## src/rtl/dal_seq_pkg.sv

```systemverilog
// Shared types and constants for the DAL stage-2 run sequencer.
package dal_seq_pkg;
  localparam int PARA   = 8;
  localparam int NSTAGE = 7;

  typedef enum logic [2:0] {IDLE, CALC, CLEAR, RUN, DRAIN} seq_state_e;
  typedef logic [PARA-1:0] step_t;

  // Stage value meaning "all stages consumed".
  localparam logic [2:0] STAGE_FIN = 3'd7;
endpackage

```

## src/rtl/dal_boundary_acc.sv

```systemverilog
// Serial prefix-sum of stage lengths: one boundary per enabled cycle,
// with the config check evaluated on the last stage.
module dal_boundary_acc
  import dal_seq_pkg::*;
#(
  parameter int PARA   = dal_seq_pkg::PARA,
  parameter int NSTAGE = dal_seq_pkg::NSTAGE
) (
  input  logic                         CLK_i,
  input  logic                         RST_ni,
  input  logic                         init_i,
  input  logic                         en_i,
  input  logic [NSTAGE-1:0][PARA-1:0]  len_i,
  output logic [NSTAGE-1:0][PARA-1:0]  boundary_o,
  output logic                         last_o,
  output logic                         err_o
);
  // Three guard bits hold the sum of up to 8 PARA-bit lengths without wrap.
  localparam int AW = PARA + 3;
  localparam int KW = (NSTAGE > 1) ? $clog2(NSTAGE) : 1;

  logic [AW-1:0] acc, acc_new;
  logic [KW-1:0] k;

  // Running sum including the current stage; overflow is judged on the final sum.
  always_comb begin
    acc_new = acc + AW'(len_i[k]);
    last_o  = (k == KW'(NSTAGE-1));
    err_o   = last_o && ((len_i[0] == '0) || (acc_new > AW'((1 << PARA) - 1)));
  end

  // Accumulator, stage index and boundary registers.
  always_ff @(posedge CLK_i or negedge RST_ni) begin
    if (!RST_ni) begin
      acc        <= '0;
      k          <= '0;
      boundary_o <= '0;
    end else if (init_i) begin
      acc <= '0;
      k   <= '0;
    end else if (en_i) begin
      acc           <= acc_new;
      boundary_o[k] <= acc_new[PARA-1:0] - PARA'(1);
      if (!last_o) k <= k + KW'(1);
    end
  end
endmodule

```

## src/rtl/dal_stage_sequencer.sv

```systemverilog
// Run-level controller for the DAL stage-2 datapath: computes stage
// boundaries, clears the pipe, drives the stall from the handshake and
// mirrors the datapath step/stage counters.
module dal_stage_sequencer
  import dal_seq_pkg::*;
#(
  parameter int PARA      = dal_seq_pkg::PARA,
  parameter int NSTAGE    = dal_seq_pkg::NSTAGE,
  parameter int WIDTH     = 16,
  parameter int DRAIN_LAT = 2
) (
  input  logic                         CLK_i,
  input  logic                         RST_ni,
  input  logic                         start_i,
  input  logic [NSTAGE-1:0][PARA-1:0]  cfg_len_i,
  input  logic                         in_valid_i,
  input  logic                         out_ready_i,
  input  logic                         finished_i,
  output logic [NSTAGE-1:0][PARA-1:0]  stage_boundary_o,
  output logic                         pipe_clr_o,
  output logic                         stall_o,
  output logic [2:0]                   stage_o,
  output logic [PARA-1:0]              step_o,
  output logic [WIDTH-1:0]             pos_o,
  output logic                         busy_o,
  output logic                         done_o,
  output logic                         cfg_err_o,
  output logic                         sync_err_o
);
  localparam int DW = (DRAIN_LAT > 1) ? $clog2(DRAIN_LAT) : 1;

  seq_state_e                  state, state_nxt;
  logic [NSTAGE-1:0][PARA-1:0] len_q;
  logic [DW-1:0]               drain_cnt;
  logic [2:0]                  stage_cnt;
  logic                        acc_init, acc_en, acc_last, acc_err;
  logic                        adv, chk_pend;

  dal_boundary_acc #(.PARA(PARA), .NSTAGE(NSTAGE)) u_acc (
    .CLK_i      (CLK_i),
    .RST_ni     (RST_ni),
    .init_i     (acc_init),
    .en_i       (acc_en),
    .len_i      (len_q),
    .boundary_o (stage_boundary_o),
    .last_o     (acc_last),
    .err_o      (acc_err)
  );

  // Next stage = number of boundaries the current (pre-increment) step lies past.
  always_comb begin
    stage_cnt = '0;
    for (int k = 0; k < NSTAGE; k++)
      stage_cnt = stage_cnt + 3'(step_o > stage_boundary_o[k]);
  end

  // Next-state and control decode.
  always_comb begin
    state_nxt  = state;
    stall_o    = 1'b1;
    busy_o     = (state != IDLE);
    pipe_clr_o = 1'b0;
    done_o     = 1'b0;
    acc_init   = 1'b0;
    acc_en     = 1'b0;
    case (state)
      IDLE:  if (start_i) begin
               acc_init  = 1'b1;
               state_nxt = CALC;
             end
      CALC:  begin
               acc_en = 1'b1;
               if (acc_last) state_nxt = acc_err ? IDLE : CLEAR;
             end
      CLEAR: begin
               pipe_clr_o = 1'b1;
               state_nxt  = RUN;
             end
      RUN:   if (stage_o == STAGE_FIN) state_nxt = DRAIN;
             else stall_o = !(in_valid_i && out_ready_i);
      DRAIN: if (drain_cnt == DW'(DRAIN_LAT-1)) begin
               done_o    = 1'b1;
               state_nxt = IDLE;
             end
      default: state_nxt = IDLE;
    endcase
  end

  assign adv = (state == RUN) && !stall_o;

  // State register, mirrored counters, drain timer and error flags.
  always_ff @(posedge CLK_i or negedge RST_ni) begin
    if (!RST_ni) begin
      state      <= IDLE;
      len_q      <= '0;
      step_o     <= '0;
      stage_o    <= '0;
      pos_o      <= '0;
      drain_cnt  <= '0;
      chk_pend   <= 1'b0;
      cfg_err_o  <= 1'b0;
      sync_err_o <= 1'b0;
    end else begin
      state    <= state_nxt;
      chk_pend <= adv;
      if (state == IDLE && start_i) begin
        len_q      <= cfg_len_i;
        cfg_err_o  <= 1'b0;
        sync_err_o <= 1'b0;
      end
      if (state == CALC && acc_err) cfg_err_o <= 1'b1;
      if (state == CLEAR) begin
        step_o  <= '0;
        stage_o <= '0;
        pos_o   <= '0;
      end
      if (adv) begin
        step_o  <= step_o + PARA'(1);
        stage_o <= stage_cnt;
        pos_o   <= (stage_cnt != stage_o) ? '0 : pos_o + WIDTH'(1);
      end
      // Cross-check the datapath's finished flag one cycle after each step.
      if (state == RUN && chk_pend && (finished_i != (stage_o == STAGE_FIN)))
        sync_err_o <= 1'b1;
      drain_cnt <= (state == DRAIN) ? drain_cnt + DW'(1) : '0;
    end
  end
endmodule

```

## config.mk

```make
export PLATFORM = sky130hd
export DESIGN_NAME = dal_stage_sequencer
export DESIGN_NICKNAME = d
export VERILOG_FILES = /design/src/rtl/dal_seq_pkg.sv /design/src/rtl/dal_boundary_acc.sv /design/src/rtl/dal_stage_sequencer.sv
export SDC_FILE = /design/constraint.sdc
export NUM_CORES = 1
export LEC_CHECK = 0
export BUFFER_PORTS_ARGS = -buffer_cell sky130_fd_sc_hd__buf_2
export CAP_MARGIN = 5
export CORE_ASPECT_RATIO = 1.75
export CORE_MARGIN = 2
export CORE_UTILIZATION = 52
export DETAILED_ROUTE_END_ITERATION = 8
export GPL_TIMING_DRIVEN = 0
export PLACE_DENSITY = 0.77
export RECOVER_POWER = 50
export REMOVE_ABC_BUFFERS = 1
export SETUP_SLACK_MARGIN = 0.2
export SYNTH_ARGS = -nofsm -noshare
export SYNTH_HDL_FRONTEND = slang
export SYNTH_HIERARCHICAL = 1
export SYNTH_SLANG_ARGS = --single-unit
```

## constraint.sdc

```tcl
create_clock -name CLK_i -period 4.4 [get_ports CLK_i]
set_input_delay 0.66 -clock CLK_i [delete_from_list [all_inputs] [get_ports CLK_i]]
set_output_delay 0.66 -clock CLK_i [all_outputs]
set_load 0.03 [all_outputs]
```

# == Word level (Yosys, flattened, before mapping) ==
# Cells that the tools add are included.
# totals
regBits,160
output_inout_bits,89
wordCells,116
# op_classes
n_addsub,12
n_lt_le_gt_ge,10
eq_ne,13
muxes,35
bitwise,1
reduce_logical,21
# op_table
op,n
56-bit bitwise mux,1
8-bit > comparator,7
16-bit 2-to-1 mux,3
8-bit 2-to-1 mux,4
3-bit 2-to-1 mux,9
8-bit binary-select mux with 3-bit select,1
8-bit demux with 3-bit select,1
11-bit 2-to-1 mux,2
"16-bit by 1-bit adder with 16-bit output, second input constant",1
3-bit one-hot mux with 5 select lines,1
3-bit by 1-bit adder with 3-bit output,4
1-bit 2-to-1 mux,12
11-bit by 8-bit adder with 11-bit output,1
"11-bit by 8-bit > comparator with 1-bit output, second input constant",1
"2-bit != test, second input constant",5
"3-bit equality test, second input constant",3
"8-bit by 1-bit adder with 8-bit output, second input constant",1
1-bit logical AND,8
8-bit logical NOT,1
2-bit nonzero test,4
"8-bit by 1-bit subtractor with 8-bit output, second input constant",1
"3-bit by 2-bit equality test with 1-bit output, second input constant",2
"3-bit by 4-bit < comparator with 1-bit output, second input constant",1
2-bit AND reduction,2
other kinds (15),16

# == Logic depth before layout (Yosys ltp) ==
# Gate-level depths: netlist of the first run.
# depth
ltp_word,10
depth_mapped,17
mapped_depth_nobuf,16

# == By module ==
# The synthesis of the first run kept the hierarchy.
# by_module_without_submodules
mod,n_inst,cells_per_inst,area_per_inst_um2
dal_stage_sequencer,1,613,5242.5
dal_boundary_acc,1,391,3719.8

# == Worst setup path after synthesis of the first run ==
# OpenSTA, ideal clock, no wires.
# synth_path
path_kind,register -> register
startpoint,register step_o[5]
endpoint,register pos_o[9]
setup_time_ns,0.080
t_arrival_ns,4.380
t_required_ns,4.320
slack_ns,-0.060
path_stages_with_launch,17
path_buffers,1
synth_period_minus_slack_ns,4.460
cell_sequence,dfrtp_1 > ha_1 > a21o_1 > a21oi_1 > nor2b_1 > o22ai_1 > o31a_1 > fa_1 > fa_1 > fa_1 > fa_1 > xor2_1 > nand3_1 > nor2_4 > buf_4 > nand4_1 > mux2i_1
# synth_between
elab_chain_len,10
elab_cells_between_ends,16
classes_between,6 x add/sub; 7 x order compare; 1 x eq/ne; 2 x mux
# synth_rtl
element,line_no,text
from (decl),dal_stage_sequencer.sv:23,"output logic [PARA-1:0] step_o,"
from (signal assigned),dal_stage_sequencer.sv:118,step_o <= step_o + PARA'(1);
8-bit > comparator,dal_stage_sequencer.sv:54,stage_cnt = stage_cnt + 3'(step_o > stage_boundary_o[k]);
1-bit by 1-bit adder with 2-bit output,dal_stage_sequencer.sv:54,
2-bit by 1-bit adder with 3-bit output,dal_stage_sequencer.sv:54,
3-bit by 1-bit adder with 3-bit output (3 in series),dal_stage_sequencer.sv:54,
3-bit by 1-bit adder with 3-bit output *,dal_stage_sequencer.sv:54,
3-bit != test *,dal_stage_sequencer.sv:120,pos_o <= (stage_cnt != stage_o) ? '0 : pos_o + WIDTH'(1);
16-bit 2-to-1 mux *,dal_stage_sequencer.sv:120,
16-bit 2-to-1 mux *,dal_stage_sequencer.sv:117,if (adv) begin
to (signal assigned),dal_stage_sequencer.sv:120,
to (decl),dal_stage_sequencer.sv:24,"output logic [WIDTH-1:0] pos_o,"
# Every way passes the cells marked *; elsewhere a longest branch is shown, timed or not.
# A chain may end at the register's enable or synchronous reset.

# == Final worst setup path of the first run ==
# layout_path
startpoint,register step_o[1]
endpoint,register pos_o[10]
# The elaborated chain is that of the path after synthesis.

==> results of run 1 <==
[registers in the layout, indices dropped and copies added, names as in the netlist]
register and count:
state 3, stage_o 3, u_acc/acc 11, chk_pend 1, sync_err_o 1, drain_cnt 1
step_o 8, len_q 56, u_acc/boundary_o 56, u_acc/k 3, cfg_err_o 1, pos_o 16
[metrics by stage]
step | util (%) | setup TNS [ns]
floorplan | - | -1.700
global placement | 58.09 | -64.63
detailed placement | 58.56 | -17.28
CTS | 63.68 | -0.3697
global route | 63.89 | -2.315
finish | 63.89 | -0.2558
[worst register-to-register path, stage by stage (launching register included)]
cell and delay (ns):
dfrtp_2 0.49, buf_6 0.15, ha_4 0.25, nor2b_4 0.13
o21ai_2 0.06, nand2b_1 0.07, a21oi_1 0.06, o31a_1 0.27
fa_1 0.51, fa_1 0.52, fa_2 0.37, fa_2 0.58
xor2_1 0.18, nand3_2 0.13, buf_4 0.17, or3_1 0.33
a31oi_1 0.13
[power groups by stage]
stage	combinational, mW	clock (mW)	sequential [mW]
3_3_place_gp	5.08	0	2.57
6_report	5.87	1.39	2.58
2_1_floorplan	3.19	0	2.92
3_5_place_dp	5.23	0	2.59
4_1_cts	5.78	1.41	2.56
5_1_grt	6.43	1.48	2.66
[cell type report]
class	count	area, um^2	share of cell area, %
clock buffers	19	442.9	4.091
clock inverters	13	105.1	0.9706
inverters	70	266.5	2.461
multi-input cells	740	4740	43.77
flip-flops and latches	160	4028	37.20
well taps	227	284.0	2.623
repair buffers	171	962.2	8.886
[cell families (layout without fill, tap and decap cells)]
family	after synthesis	count (layout)
multiplexers	21	21
XOR/XNOR	18	18
adder cells (fa/ha/maj)	75	75
buffers and inverters	105	273
flip-flops	160	160
AND/OR/NAND/NOR	426	427
AO/OA/AOI/OAI	199	199
[Yosys cell counts (all sizes together) (3+ instances only)]
| cell type | instances | area [um^2] |
|---|---|---|
| nor4 | 5 | 37.53 |
| nor3b | 3 | 27.52 |
| fa | 5 | 100.1 |
| nand3 | 25 | 125.1 |
| dfrtp | 160 | 4004 |
| and3 | 5 | 32.53 |
| a21oi | 36 | 187.7 |
| mux2i | 15 | 150.1 |
| o21ai | 88 | 444.2 |
| nor3 | 9 | 45.04 |
| nor2b | 10 | 70.06 |
| clkbuf | 23 | 86.33 |
| o31a | 4 | 45.05 |
| or3 | 3 | 18.77 |
| o22ai | 7 | 43.79 |
| ha | 70 | 875.8 |
| nand2 | 275 | 1032 |
| inv | 69 | 259.0 |
| nand2b | 6 | 37.54 |
| mux2 | 3 | 33.78 |
| buf | 12 | 66.31 |
| mux4 | 3 | 67.56 |
| nor2 | 54 | 217.7 |
| a21o | 15 | 115.1 |
| nand4 | 17 | 121.4 |
| a22oi | 6 | 45.04 |
| xor2 | 9 | 86.34 |
| xnor2 | 9 | 93.84 |
| a22o | 6 | 52.55 |
| a31oi | 15 | 93.84 |
[per-layer routing]
layer / global-route usage, % / routed length [um] / vias up / part of all wire, %
met5: 0 / 0 / - / 0
met4: 14.80 / 1415 / 0 / 6.0
met3: 4.254 / 1048 / 70 / 4.5
met2: 47.35 / 12200 / 248 / 52
met1: 29.40 / 8802 / 3672 / 38
li1: - / - / 3735 / -
[final timing paths]
| path | to | start | slack, ns | depth (start not counted) |
|---|---|---|---|---|
| min in group asynchronous | len_q[53]$_DFFE_PN0P_ | RST_ni | 1.16 | 1 |
| max reg2reg | pos_o[10]$_DFFE_PN0P_ | step_o[1]$_DFFE_PN0P_ | -0.07 | 16 |
| max in group asynchronous | u_acc/k[0]$_DFFE_PN0P_ | RST_ni | 1.16 | 1 |
| max | pos_o[10]$_DFFE_PN0P_ | step_o[1]$_DFFE_PN0P_ | -0.07 | 16 |
| min reg2reg | len_q[32]$_DFFE_PN0P_ | len_q[32]$_DFFE_PN0P_ | 0.47 | 2 |
| min | len_q[19]$_DFFE_PN0P_ | cfg_len_i[19] | 0.41 | 3 |
[timing repair]
action	4_1_cts	5_1_grt
cloned	2	0
pin swaps	20	11
setup endpoints to repair	53	41
hold endpoints to repair	0	0
setup buffers	16	1
gates resized for setup	40	14
==> impl_metrics.tcl, run 1 <==
set metrics [dict create \
    drc 0 \
    cp_data_required_time_ns 4.75 \
    fillCellCount 1463 \
    numPortBuffers 150 \
    clock_sinks 160 \
    ctsHoldBuffers 0 \
    rsz0062_at_grt "true" \
    period_share_pct 101.7 \
    report.final.slew_viol_count 53 \
    fin_nets 1297 \
    critPathLaunchType "flip-flop" \
    die-height_um 177.7 \
    finalPower_mw 9.839 \
    final_cell_area_um2 10830 \
    diodes 0 \
    relSlewSlack_pct -94.02 \
    syn_area_um2 8962 \
    ir_drop_v 0.0005446 \
    cp-end-kind "flip-flop" \
    pwr-share-seq_pct 26.2 \
    ys_ff_latch 160 \
    worst_slew_pin_slew_ns 2.910 \
    cts-root-buf "clkbuf_16" \
    worstPathCellList "buf_6, ha_4, nor2b_4, o21ai_2, nand2b_1, a21oi_1, o31a_1, fa_1, fa_1, fa_2, fa_2, xor2_1, nand3_2, buf_4, or3_1, a31oi_1" \
    status "complete, but fails checks" \
    post_drt_wl_per_cell_um 16.76 \
    p_comb_share_pct 59.7 \
    synth-compound-area-share_pct 13.81 \
    clk_path_buf_depth 2 \
    async_reset_ff_share_pct 100.0 \
    drtAntennaViolNets 0 \
    placed_cell_area_um2 9925 \
    p_per_area_nw_per_um2 908.7 \
    die-area_um2 18340 \
    cpMaxStageDelayCell "fa_2" \
    clk_latency_ns 0.43 \
    drt_first_pass_iters 5 \
    tritoncts "yes" \
    grt_pass1_vias 7677 \
    holdWs_ns 0.4072 \
    viasPerCell 5.518 \
    core_um2 16950 \
    path_buf_inv 2 \
    synth_ff_type "dfrtp_1" \
    place_ws_ns -0.7356 \
    synthAdderAreaFrac_pct 10.89 \
    internal-power_mw 4.893 \
    drtIter0Drc 271 \
    skew_ns 0.01657 \
    synth-simple-area-share_pct 21.18 \
    grtUsageTotal_pct 26.62 \
    synth_xor_xnor_area_share_pct 2.010 \
    dp_hpwl_um 15990 \
    slowest_delay_ns 0.58 \
    synth_top_family_by_area "simple AND/OR/NAND/NOR gates" \
    wirelength_um 23470 \
    area_growth_pct 20.82 \
    hold_class "in -> reg" \
    drive_above_1_share_pct 20.63 \
    cap_viol_max_count 1 \
    clkPwrFrac_pct 14.1 \
    place_inst 1349 \
    setup_slack_ns -0.07267 \
    critical_path_arrival_ns 4.82 \
    critical_path_class "reg -> reg" \
    place.gp.congestion 0.9091 \
    dieWidth_um 103.2 \
    layout_common_cells "nand2_1, dfrtp_1, buf_2" \
    num_vias 7725 \
    row_count 63 \
    synthMuxAreaShare_pct 2.806 \
    sw_frac_of_total_pct 50.27 \
    total_leakage_power_nw 5.452 \
    hold_viol_final 0 \
    syn-instance-count 1004 \
    max_freq_mhz 223.6 \
    pin_count 151 \
    setup_viol 11 \
    clk_pin_slew_worst_paths_ns 0.07 \
    stdcell_count 1400 \
    initial_core_util_pct 52.88 \
    netSwitchingPower_mw 4.947 \
    synth_cell_types 76 \
    critical_path_peak_fanout 5 \
    syn_area_per_cell_um2 8.927 \
    grt_pass1_wl_um 37440 \
    synth_edf_count 0 \
    critical-path-top-delay-family "adder cells" \
    yosysSeqAreaShare_pct 44.67 \
    ys.warnings.count 6 \
    htreeDepth 4 \
    overflow 0 \
    antenna_found_initial 0 \
    numCtsBuffers 17 \
    violations "capacitance limit, slew limit, setup timing" \
    grt_max_degree 109 \
    layout_commonest_cell "nand2_1" \
    period_needed_ns 4.473 \
]
(Power assumes the default switching activity.)
==> inputs of run 2 (changes only) <==
Settings changed: CORE_ASPECT_RATIO 1.75 to 0.6, CORE_UTILIZATION 52 to 53, CTS_BUF_LIST set to sky130_fd_sc_hd__clkbuf_4, PLACE_DENSITY 0.77 to 0.78.
==> impl_metrics.tcl, run 2 (same netlist as run 1, synthesis figures left out) <==
set metrics [dict create \
    status "complete, but fails checks" \
    violations "capacitance limit, slew limit, setup timing" \
    slowest_delay_ns 0.60 \
    drtAntennaViolNets 0 \
    critPathLaunchType "flip-flop" \
    dieWidth_um 171.9 \
    row_count 36 \
    critical_path_class "reg -> reg" \
    grt_pass1_wl_um 38830 \
    initial_core_util_pct 54.66 \
    grt_max_degree 94 \
    fin_nets 1299 \
    cts-root-buf "clkbuf_4" \
    place_inst 1350 \
    area_growth_pct 17.73 \
    tritoncts "yes" \
    relSlewSlack_pct -149.0 \
    finalPower_mw 9.476 \
    drive_above_1_share_pct 19.57 \
    wirelength_um 23710 \
    critical_path_peak_fanout 4 \
    layout_commonest_cell "nand2_1" \
    ir_drop_v 0.0006409 \
    numPortBuffers 150 \
    worstPathCellList "ha_1, nor2b_1, o21ai_1, nand2b_1, a21oi_1, o31a_1, fa_1, fa_1, fa_2, fa_2, xor2_1, nand3_2, buf_6, or3_1, a31oi_1" \
    num_vias 7845 \
    grtUsageTotal_pct 27.61 \
    stdcell_count 1403 \
    rrSetupSlack_ns -0.08 \
    htreeDepth 4 \
    placed_cell_area_um2 9926 \
    skew_ns 0.02648 \
    hold_class "in -> reg" \
    holdWs_ns 0.2801 \
    critical_path_arrival_ns 4.97 \
    fin_util_pct 64.35 \
    place.gp.congestion 0.8828 \
    ctsHoldBuffers 0 \
    rsz0062_at_grt "true" \
    pin_count 151 \
    clk_pin_slew_worst_paths_ns 0.15 \
    path_buf_inv 1 \
    layout_common_cells "nand2_1, dfrtp_1, buf_2" \
    fin_tns_setup_ns -0.3411 \
    overflow 0 \
    p_per_area_nw_per_um2 898.1 \
    critical-path-top-delay-family "adder cells" \
    hold_viol_final 0 \
    fillCellCount 1409 \
    drc 0 \
    clk_path_buf_depth 2 \
    total_leakage_power_nw 5.346 \
    setup_viol 9 \
    period_needed_ns 4.479 \
    numCtsBuffers 17 \
    worst_slew_pin_slew_ns 3.734 \
    diodes 0 \
    max_freq_mhz 223.3 \
    viasPerCell 5.592 \
    grt_pass1_vias 7485 \
    cpMaxStageDelayCell "fa_2" \
    cp_data_required_time_ns 4.89 \
    drt_first_pass_iters 7 \
    drtIter0Drc 648 \
    cap_viol_max_count 1 \
    die-area_um2 18000 \
    setup_slack_ns -0.07886 \
    report.final.slew_viol_count 68 \
    biggestRegsByFlops "len_q: 56 flops, u_acc/boundary_o: 56 flops, pos_o: 16 flops" \
    clk_latency_ns 0.56 \
    die-height_um 104.7 \
    period_share_pct 101.8 \
    cp-end-kind "flip-flop" \
    dp_hpwl_um 16210 \
    clock_sinks 160 \
    final_cell_area_um2 10550 \
    antenna_found_initial 0 \
    core_um2 16400 \
    place_ws_ns -0.6516 \
    post_drt_wl_per_cell_um 16.90 \
]
[run 2: changes by cell type in the layout (fill, tap and decap cells not counted), sizes merged]
cell,previous run,this run
buf,141,137
bufinv,0,4
clkbuf,49,54
clkinv,3,8
clkinvlp,7,2
inv,73,70
[run 2: metal layers]
| metal | global-route usage (%) | share of wire, % |
|---|---|---|
| met5 | 0 | 0 |
| met4 | 6.723 | 1.4 |
| met3 | 5.644 | 9.7 |
| met2 | 38.78 | 41 |
| met1 | 43.28 | 48 |
[run 2: worst paths after layout]
kind | depth (start not counted) | end | startpoint
max reg2reg | 15 | pos_o[10]$_DFFE_PN0P_ | step_o[1]$_DFFE_PN0P_
min in group asynchronous | 1 | len_q[52]$_DFFE_PN0P_ | RST_ni
max in group asynchronous | 1 | step_o[7]$_DFFE_PN0P_ | RST_ni
min reg2reg | 2 | len_q[53]$_DFFE_PN0P_ | len_q[53]$_DFFE_PN0P_
max | 15 | pos_o[10]$_DFFE_PN0P_ | step_o[1]$_DFFE_PN0P_
min | 3 | len_q[49]$_DFFE_PN0P_ | cfg_len_i[49]
[run 2: repair_timing]
action | CTS | global route
gates resized for setup | 32 | 9
buffers inserted | 15 | 4
setup endpoints to repair | 53 | 46
pin swaps | 12 | 7
gates cloned | 2 | 0
[run 2: final cells by class]
| type | instances | area [um^2] | area share [%] |
|---|---|---|---|
| flip-flops and latches | 160 | 4025 | 38.15 |
| clock buffers | 18 | 135.1 | 1.281 |
| clock inverters | 14 | 190.2 | 1.802 |
| repair buffers | 173 | 978.4 | 9.273 |
| inverters | 70 | 269.0 | 2.550 |
| multi-input cells | 740 | 4668 | 44.24 |
| well taps | 228 | 285.3 | 2.704 |
[run 2: tightest hold or removal path: cells and delay by family]
family                 cells  cell delay, ns
buffers and inverters      1            0.07
and+or+nand+nor            2            0.08
[run 2: where the power goes]
group | switching (mW) | internal (mW) | total, mW | leakage (nW)
registers | 0.522 | 2.04 | 2.56 | 2.05
clock network | 0.553 | 0.458 | 1.01 | 0.171
logic | 3.82 | 2.08 | 5.90 | 3.13
==> inputs of run 3 (changes only) <==
Settings changed: CORE_MARGIN 2 to 4, TNS_END_PERCENT set to 100.
==> impl_metrics.tcl, run 3 (same netlist as run 1, synthesis figures left out) <==
set metrics [dict create \
    status "complete, but fails checks" \
    violations "capacitance limit, slew limit, setup timing" \
    cts-root-buf "clkbuf_4" \
    post_drt_wl_per_cell_um 17.19 \
    grtUsageTotal_pct 25.28 \
    critPathLaunchType "flip-flop" \
    report.final.slew_viol_count 163 \
    ctsHoldBuffers 0 \
    worst_slew_pin_slew_ns 2.296 \
    grt_pass1_wl_um 38310 \
    clk_pin_slew_worst_paths_ns 0.16 \
    antenna_found_initial 0 \
    fillCellCount 1414 \
    finalPower_mw 9.434 \
    die-area_um2 19120 \
    layout_commonest_cell "nand2_1" \
    setup_slack_ns -0.1078 \
    hold_viol_final 0 \
    skew_ns 0.03525 \
    placed_cell_area_um2 9933 \
    tritoncts "yes" \
    clk_latency_ns 0.58 \
    initial_core_util_pct 54.66 \
    overflow 0 \
    drtAntennaViolNets 0 \
    htreeDepth 4 \
    cap_viol_max_count 2 \
    fin_nets 1304 \
    grt_max_degree 94 \
    p_per_area_nw_per_um2 888.3 \
    cp_data_required_time_ns 4.91 \
    hold_class "in -> reg" \
    total_leakage_power_nw 5.468 \
    relSlewSlack_pct -53.07 \
    period_needed_ns 4.508 \
    viasPerCell 5.566 \
    biggestRegsByFlops "len_q: 56 flops, u_acc/boundary_o: 56 flops, pos_o: 16 flops" \
    clk_path_buf_depth 2 \
    die-height_um 108.7 \
    max_freq_mhz 221.8 \
    final_cell_area_um2 10620 \
    fin_tns_setup_ns -0.6878 \
    cp-end-kind "flip-flop" \
    ir_drop_v 0.0006777 \
    numCtsBuffers 17 \
    area_growth_pct 18.50 \
    drc 0 \
    dieWidth_um 175.9 \
    rsz0062_at_grt "true" \
    place.gp.congestion 0.8415 \
    drtIter0Drc 684 \
    critical_path_peak_fanout 7 \
    num_vias 7832 \
    numPortBuffers 150 \
    grt_pass1_vias 7350 \
    wirelength_um 24190 \
    layout_common_cells "nand2_1, dfrtp_1, buf_2" \
    setup_viol 13 \
    rrSetupSlack_ns -0.11 \
    diodes 0 \
    drt_first_pass_iters 6 \
    pin_count 151 \
    period_share_pct 102.5 \
    row_count 36 \
    drive_above_1_share_pct 24.34 \
    core_um2 16400 \
    critical_path_class "reg -> reg" \
    clock_sinks 160 \
    critical_path_arrival_ns 5.02 \
    dp_hpwl_um 16690 \
]
[run 3: cell types whose count changed in the layout (fill, tap and decap cells not counted), moves of 3 or more]
cell | previous run | this run
a21oi_1 | 32 | 29
a21oi_2 | 4 | 7
buf_2 | 116 | 149
buf_4 | 15 | 18
buf_6 | 1 | 6
bufinv_16 | 4 | 0
clkbuf_1 | 34 | 0
[run 3: power breakdown]
part	total (mW)	switching (mW)	leakage, nW	internal [mW]
Clock	0.800	0.572	0.124	0.228
Combinational	6.06	3.88	3.30	2.17
Sequential	2.58	0.538	2.05	2.04
[run 3: worst paths after layout]
| path | startpoint | endpoint | cells past startpoint |
|---|---|---|---|
| max in group asynchronous | RST_ni | u_acc/k[1]$_DFFE_PN0P_ | 2 |
| max reg2reg | step_o[5]$_DFFE_PN0P_ | pos_o[6]$_DFFE_PN0P_ | 16 |
| min in group asynchronous | RST_ni | u_acc/boundary_o[52]$_DFFE_PN0P_ | 1 |
| min reg2reg | len_q[54]$_DFFE_PN0P_ | len_q[54]$_DFFE_PN0P_ | 2 |
| min | cfg_len_i[22] | len_q[22]$_DFFE_PN0P_ | 3 |
| max | step_o[5]$_DFFE_PN0P_ | pos_o[6]$_DFFE_PN0P_ | 16 |
[run 3: layout make-up]
class                   count  area (um^2)  area share (%)
clock buffers              17        127.6           1.202
well taps                 228        285.3           2.686
flip-flops and latches    160         4025           37.90
repair buffers            178         1026           9.661
inverters                  70        269.0           2.533
clock inverters            14        112.6           1.060
multi-input cells         740         4775           44.96
[run 3: repair_timing]
item / CTS / global route
resized for setup: 31 / 31
hold endpoints to repair: 0 / 0
gates cloned: 1 / 0
pin swaps: 14 / 18
endpoints found under the setup margin: 53 / 50
setup buffers: 14 / 11
[run 3: per-stage QoR]
stage               instances  worst slack, ns  utilization, %  hold WS (ns)
CTS                      1396         -0.09584           63.37        0.1191
detailed placement       1350          -0.7244           60.58        0.4627
global placement         1347           -1.134           60.05        0.4573
global route             1407          -0.3052           64.77        0.2419
floorplan                 969          -0.1656               -        0.3644
finish                   1407          -0.1078           64.77        0.2640
[run 3: critical path, stage by stage (launching register included)]
cell     delay (ns)
dfrtp_2        0.53
ha_1           0.32
a21o_1         0.16
a21o_1         0.16
a21oi_1        0.13
o21ai_1        0.09
nand2_1        0.10
fa_2           0.48
fa_1           0.54
fa_2           0.41
fa_2           0.59
xor2_2         0.19
nand3_4        0.16
nor2_4         0.17
buf_6          0.16
a31oi_4        0.08
a31oi_1        0.18
[run 3: metal layers]
metal	routed length [um]	GRT usage [%]	vias up
li1	-	-	3745
met1	11760	39.71	3750
met2	10150	35.87	310
met3	2036	5.198	27
met4	251	5.895	0
met5	0	0	-
